$ cat src/rtl/pc_sequencer.sv
// pc_sequencer: registered program-counter unit.
// Holds the fetch PC and selects the next address from sequential, immediate
// jump, register jump, conditional branch, call and return modes. A stall
// holds all state. A circular return-address stack (RAS) serves call/return,
// and one-cycle redirect / ras_miss pulses accompany the updated PC.
//
// Ports:
//   clk            rising-edge clock
//   rst_n          asynchronous active-low reset
//   advance        current instruction valid; PC may update this cycle
//   stall          hold PC and RAS; overrides advance
//   jump[2:0]      000 seq, 001 jimm, 010 jreg, 011 branch, 100 call,
//                  101 return, 110/111 seq
//   instruction    current instruction; [25:0] is the jump index
//   j_reg          register-jump target; return fallback on empty RAS
//   branch_offset  sign-extended word offset
//   branch_result  branch condition true
//   pc             current fetch address (registered)
//   pc_plus        pc + 4 (combinational)
//   redirect       pulse: last update was non-sequential
//   ras_count      valid RAS entries, saturating at RAS_DEPTH
//   ras_miss       pulse: return executed with an empty RAS
module pc_sequencer #(
    parameter int unsigned          WIDTH     = 32,
    parameter logic [WIDTH-1:0]     RESET_PC  = '0,
    parameter int unsigned          RAS_DEPTH = 4
) (
    input  logic                           clk,
    input  logic                           rst_n,
    input  logic                           advance,
    input  logic                           stall,
    input  logic [2:0]                     jump,
    input  logic [WIDTH-1:0]               instruction,
    input  logic [WIDTH-1:0]               j_reg,
    input  logic [WIDTH-1:0]               branch_offset,
    input  logic                           branch_result,
    output logic [WIDTH-1:0]               pc,
    output logic [WIDTH-1:0]               pc_plus,
    output logic                           redirect,
    output logic [$clog2(RAS_DEPTH):0]     ras_count,
    output logic                           ras_miss
);

    localparam int unsigned PW = $clog2(RAS_DEPTH);
    localparam int unsigned CW = PW + 1;

    localparam logic [2:0] J_SEQ    = 3'b000;
    localparam logic [2:0] J_IMM    = 3'b001;
    localparam logic [2:0] J_REG    = 3'b010;
    localparam logic [2:0] J_BRANCH = 3'b011;
    localparam logic [2:0] J_CALL   = 3'b100;
    localparam logic [2:0] J_RETURN = 3'b101;

    logic [WIDTH-1:0] ras [RAS_DEPTH];
    logic [PW-1:0]    ptr;
    logic [PW-1:0]    ptr_dec;

    logic [WIDTH-1:0] jimm_target;
    logic [WIDTH-1:0] branch_target;
    logic [WIDTH-1:0] next_pc;
    logic             next_redirect;
    logic             next_miss;
    logic             push;
    logic             pop;
    logic             update;

    // Upper instruction bits are not part of the jump index.
    logic             unused_instr;
    assign unused_instr = ^instruction[WIDTH-1:26];

    assign pc_plus       = pc + WIDTH'(4);
    assign jimm_target   = {pc_plus[WIDTH-1:28], instruction[25:0], 2'b00};
    assign branch_target = pc_plus + (branch_offset << 2);
    assign ptr_dec       = ptr - PW'(1);
    assign update        = advance & ~stall;

    always_comb begin
        next_pc       = pc_plus;
        next_redirect = 1'b0;
        next_miss     = 1'b0;
        push          = 1'b0;
        pop           = 1'b0;
        case (jump)
            J_SEQ: next_pc = pc_plus;
            J_IMM: begin
                next_pc       = jimm_target;
                next_redirect = 1'b1;
            end
            J_REG: begin
                next_pc       = j_reg;
                next_redirect = 1'b1;
            end
            J_BRANCH: begin
                if (branch_result) begin
                    next_pc       = branch_target;
                    next_redirect = 1'b1;
                end
            end
            J_CALL: begin
                next_pc       = jimm_target;
                next_redirect = 1'b1;
                push          = 1'b1;
            end
            J_RETURN: begin
                next_redirect = 1'b1;
                if (ras_count != '0) begin
                    next_pc = ras[ptr_dec];
                    pop     = 1'b1;
                end else begin
                    next_pc   = j_reg;
                    next_miss = 1'b1;
                end
            end
            default: next_pc = pc_plus;
        endcase
    end

    always_ff @(posedge clk or negedge rst_n) begin
        if (!rst_n) begin
            pc        <= RESET_PC;
            redirect  <= 1'b0;
            ras_miss  <= 1'b0;
            ras_count <= '0;
            ptr       <= '0;
        end else if (update) begin
            pc       <= next_pc;
            redirect <= next_redirect;
            ras_miss <= next_miss;
            if (push) begin
                // Pointer wraps naturally (power-of-two depth); a push when
                // full overwrites the oldest entry and count stays saturated.
                ptr <= ptr + PW'(1);
                if (ras_count != CW'(RAS_DEPTH))
                    ras_count <= ras_count + CW'(1);
            end else if (pop) begin
                ptr       <= ptr_dec;
                ras_count <= ras_count - CW'(1);
            end
        end else begin
            redirect <= 1'b0;
            ras_miss <= 1'b0;
        end
    end

    // Stack contents need no reset; validity is tracked by ras_count.
    always_ff @(posedge clk) begin
        if (update && push)
            ras[ptr] <= pc_plus;
    end

endmodule

$ cat config.mk
export PLATFORM = sky130hd
export DESIGN_NAME = pc_sequencer
export DESIGN_NICKNAME = d
export VERILOG_FILES = /design/src/rtl/pc_sequencer.sv
export SDC_FILE = /design/constraint.sdc
export NUM_CORES = 1
export LEC_CHECK = 0
export ABC_AREA = 1
export BUFFER_PORTS_ARGS = -buffer_cell sky130_fd_sc_hd__buf_2
export CAP_MARGIN = 20
export CORE_UTILIZATION = 50
export DETAILED_ROUTE_END_ITERATION = 7
export PLACE_DENSITY = 0.74
export SLEW_MARGIN = 20
export SYNTH_ARGS = -nofsm -noshare
export SYNTH_HDL_FRONTEND = slang
export SYNTH_SLANG_ARGS = --single-unit
$ cat constraint.sdc
create_clock -name clk -period 4.47 [get_ports clk]
set_clock_uncertainty 0.2 [all_clocks]
set_input_delay 0.447 -clock clk [delete_from_list [all_inputs] [get_ports clk]]
set_output_delay 0.447 -clock clk [all_outputs]
set_load 0.01 [all_outputs]
# --- Word level (Yosys, flattened, before mapping) ---
# Memories as Yosys holds them, arrays and structs flattened.
# Cells that the tools add are included.
word_totals:
  ff_bits: 39
  ram_bits: 128
  input_bits: 104
  output_inout_bits: 69
  wordCells: 47
  mem_count: 1
mem_list:
  columns: ["memory", "depth", "width", "read_ports", "rd_ports_with_merged_regs", "write_ports", "line", "rtl"]
  rows:
  - ["ras", 4, 32, 1, 0, 1, "54", "logic [WIDTH-1:0] ras [RAS_DEPTH];"]
classes:
  n_addsub: 6
  eq_ne: 7
  mux: 19
  bitwise_logic: 2
  reduce_logical: 7
op_table:
  columns: ["op", "n"]
  rows:
  - ["32-bit one-hot mux with 4 select lines", 1]
  - ["32-bit 2-to-1 mux", 2]
  - ["32-bit by 3-bit adder with 32-bit output, second input constant", 1]
  - ["32-bit adder", 1]
  - ["1-bit 2-to-1 mux", 10]
  - ["3-bit 2-to-1 mux", 3]
  - ["3-bit by 2-bit == test with 1-bit output, second input constant", 2]
  - ["3-bit == test, second input constant", 2]
  - ["2-bit 2-to-1 mux", 2]
  - ["4-bit OR reduction", 1]
  - ["3-bit by 1-bit adder with 3-bit output, second input constant", 1]
  - ["3-bit by 1-bit == test with 1-bit output, second input constant", 1]
  - ["3-bit inequality test, second input constant", 1]
  - ["3-bit AND reduction", 1]
  - ["3-bit nonzero test", 1]
  - ["3-bit by 1-bit subtractor with 3-bit output, second input constant", 1]
  - ["2-bit by 1-bit adder with 2-bit output, second input constant", 1]
  - ["2-bit by 1-bit inequality test with 1-bit output, second input constant", 1]
  - ["1-bit one-hot mux with 2 select lines", 1]
  - ["2-bit AND reduction", 1]
  - ["2-bit nonzero test", 1]
  - ["2-bit OR reduction", 1]
  - ["2-bit by 1-bit subtractor with 2-bit output, second input constant", 1]
  - ["1-bit bitwise AND", 1]
  - ["2 further kinds", 2]

# --- Depth between registers and ports, before layout ---
logic_depth:
  word_depth: 5
  mapped_depth: 25
  mapped_depth_nobuf: 25

# --- Least setup slack after synthesis ---
# Ideal clock, no wire load.
synth_timing:
  kind: "register -> register"
  start: "register ptr[0]"
  end: "memory ras[0][0] (enable)"
  arrival_ps: 2600
  required_ps: 3849
  slack_ps: 1249
  stages_incl_launch_ff: 7
  synth_period_minus_slack_ps: 3221
  path_cell_list: "dfrtp_1 -> inv_1 -> clkbuf_1 -> clkbuf_1 -> ha_1 -> inv_1 -> nor2_1"
synth_rtl:
  columns: ["element", "line", "rtl"]
  rows:
  - ["start: declaration", "55", "logic [PW-1:0] ptr;"]
  - ["start signal: assignment", "132", "ptr <= ptr + PW'(1);"]
  - ["start signal: assignment", "136", "ptr <= ptr_dec;"]
  - ["end: declaration", "54", null]
# Straight into the memory's write port.

# --- Final worst setup path ---
layout_timing:
  start: "register pc[2]"
  end: "register pc[26]"
layout_between:
  elab_chain_len: 4
layout_rtl:
  columns: ["element", "line", "rtl"]
  rows:
  - ["start: declaration", "37", "output logic [WIDTH-1:0] pc,"]
  - ["start signal: assignment", "126", "pc <= next_pc;"]
  - ["32-bit by 3-bit adder with 32-bit output (*)", "71", "assign pc_plus = pc + WIDTH'(4);"]
  - ["32-bit adder", "73", "assign branch_target = pc_plus + (branch_offset << 2);"]
  - ["32-bit 2-to-1 mux", "94", "if (branch_result) begin"]
  - ["32-bit one-hot mux with 4 select lines (*)", "83", "case (jump)"]
# Mark *: on every way between the ends. The rest lies on a longest branch, timed or not.
# A chain may end at the register's enable or synchronous reset.

==> results.toml <==
[outcome]
status = "complete, no violations"

[routing]
vias = 10100
dr.pass1.iters = 8
detail_route.wl_per_cell_um = 18.2
drt-vias-per-instance = 5.62
drtIter0Drc = 994
drtAntennaViolNets = 0
drc = 0
wirelength_um = 32800

[sta]
drv_slew = 0
slew_headroom = 0.259
min_period_ns = 3.78
tns_ns = 0
setup_violations = 0
fin_crit_sh = 0.846
fmax_mhz = 264
worst_pin_slew_ns = 1.11
finalHoldViolCount = 0
rsz0062_at_grt = "false"

[floorplan]
initial_core_util = 0.516
rows = 52
core_area_um2 = 20500
io_pins = 173
die_h_um = 147
die-width_um = 147
die_area_um2 = 21700

[cells_and_area]
drive_above_1_share = 0.161
finalNetCount = 1665
antenna_cells = 0
area_growth_pct = 17.0
final_util = 0.603

[yosys]
synth_most_common_cell = "nand2_1"
synth_edf_count = 128
ys_top_cells_by_count = "nand2_1, inv_1, nor2_1"
synth_seq_cells = 167
synthFlopType = "edfxtp_1"
yosysSeqAreaShare = 0.456
avgSynthCellArea_um2 = 7.79
synth_top_area_cell = "edfxtp_1"
ys.warnings.count = 0
synth_area_leaders = "edfxtp_1, nand2_1, dfrtp_1, inv_1, nor2_1"
postSynthCellCount = 1358
ys_types = 48
syn_nets = 1503
synth_area_um2 = 10600
yosysTopAreaCellShare = 0.364
synthArstFlopShare = 0.234

[clock_network]
insertion_delay_ns = 0.42
cts_sinks = 167
cts_setup_buffers = 0
clk_root_buffer_cell = "clkbuf_16"
h-tree-depth = 4
tritoncts = "built"
cts_resized = 0
clock_path_buffers = 2
cts_buffers = 17
clk_pin_slew_worst_paths_ns = 0.07
cts_hold_buf = 0

[worst_setup_path]
rr_endpoint = "pc[26]$_DFFE_PN0P_"
crit_path_cell_trace = "ha_1, nand2_1, nor2_1, nand2_1, nor2_2, xor2_1, inv_1, ha_1, nand2_1, inv_1, nand2_1, nor3_1, nand3_1, nand4_1, nand3_1, nand2_1, nand2_1, nand2_1, nand2_1"
timing.rr.start = "pc[2]$_DFFE_PN0P_"
path_class = "reg -> reg"
rrSetupSlack_ns = 0.69
arrival_ns = 3.90
slowest_delay_ns = 0.43
cp_common_cell = "nand2_1"
cp_max_fo = 7
critPathTopFamily = "simple AND/OR/NAND/NOR gates"
cp-end-kind = "register"
r2r_cells = 19
crit_required_ns = 4.59
start_kind = "register"
critPathBufInv = 2
slowest_stage = "dfrtp_1"

[place]
port_buffers = 164
place_hpwl_um = 23800
routabilityCongestion = 0.994

[hold_path]
holdPathStages = 3
hold_end = "pc[0]$_DFFE_PN0P_"
hold_path.startpoint = "j_reg[0]"
hold_path.class = "in -> reg"

[grt]
grt_pass1_vias = 9475
grt-ovfl-total = 0
grt_max_degree = 68
antenna_found_initial = 0
grt_pass1_wl_um = 50400
grt_use_total = 0.306

[pwr]
powerDensity_nw_per_um2 = 543
ir_drop_uv = 262
p_leak_uw = 0.00585

[job]
maxCapViolations = 0
-- sequential cells by signal, summed over array words and instances (netlist names) --
| signal | flops |
|---|---|
| pc | 32 |
| ptr | 2 |
| ras | 128 |
| ras_count | 3 |
| ras_miss | 1 |
| redirect | 1 |
-- metal layers --
metal	global-route usage	up-vias	wire length, µm	part of all wire
li1	-	4810	-	-
met1	0.409	4721	13400	0.41
met2	0.506	540	15200	0.46
met3	0.0491	65	3250	0.099
met4	0.107	0	950	0.029
met5	0	-	0	0
-- cell type report --
class	instances	area (µm²)
Clock buffer	23	554
Sequential cell	167	4820
Inverter	180	676
Multi-Input combinational cell	969	4920
Tap cell	270	338
Clock inverter	9	70.1
Fill cell	1842	8130
Timing Repair Buffer	185	993
-- worst reg2reg max path, delay by kind of cell, from the launching register on --
| family | cells | cell delay (ns) |
|---|---|---|
| adders and majority gates | 2 | 0.62 |
| and+or+nand+nor | 14 | 1.93 |
| buffers and inverters | 2 | 0.28 |
| DFF | 1 | 0.43 |
| xor gates and xnor gates | 1 | 0.22 |
-- placed cells by master (no fill, tap or decap), types with 3 or more instances in the layout --
master and n:
dfrtp_1 38, inv_1 174, edfxtp_1 128, nand2_1 401, xor2_1 29, o211ai_1 4
buf_2 164, and2_1 3, o21bai_1 6, nor3_1 10, ha_1 39, xnor2_1 6
clkbuf_16 22, a21oi_1 52, nand3_1 70, nor2_2 9, buf_4 19, nor2_1 148
o21ai_0 89, nand4_1 9, a22oi_1 3, o21ai_1 4, o22ai_1 34, inv_2 3
clkinv_1 3, or2_2 6, a22o_1 4, a221oi_1 12, a31oi_1 4
-- report_power, final --
group          total [µW]  leakage [µW]  switching [µW]  internal, µW
logic                3150       0.00392            2130          1020
registers            2050       0.00162             163          1890
clock network        1500      0.000308             616           887
-- kinds of logic after synthesis --
logic type,Yosys count,share of synthesized area
AO/OA/AOI/OAI,227,0.127
XOR/XNOR,35,0.0290
adder cells (fa/ha/maj),41,0.0499
buffers and inverters,222,0.0812
flip-flops,167,0.456
AND/OR/NAND/NOR,666,0.257
-- how the worst max path moves through the flow --
stage,cells after the start,slack (ns),end,start
5_1_grt,19,0.33,pc[25]$_DFFE_PN0P_,pc[2]$_DFFE_PN0P_
4_1_cts,19,0.74,pc[26]$_DFFE_PN0P_,pc[2]$_DFFE_PN0P_
6_report,19,0.69,pc[26]$_DFFE_PN0P_,pc[2]$_DFFE_PN0P_
2_1_floorplan,6,1.25,ras[0][0]$_DFFE_PP_,ptr[0]$_DFFE_PN0P_
3_5_place_dp,21,0.81,pc[29]$_DFFE_PN0P_,pc[2]$_DFFE_PN0P_
3_3_place_gp,21,0.85,pc[29]$_DFFE_PN0P_,pc[2]$_DFFE_PN0P_
-- per-stage QoR --
| step | area [µm²] | hold slack (ns) | cells | total power (µW) | setup WS, ns |
|---|---|---|---|---|---|
| finish | 12400 | 0.0818 | 1803 | 6710 | 0.686 |
| CTS | 12300 | 0.0265 | 1801 | 6660 | 0.744 |
| floorplan | 10600 | -0.0486 | 1358 | 4130 | 1.25 |
| detailed placement | 11700 | 0.298 | 1769 | 5160 | 0.814 |
| global placement | 11700 | 0.280 | 1769 | 5080 | 0.854 |
| global route | 12400 | 0.0858 | 1803 | 7110 | 0.326 |
Power figures use the tool's default switching activity.
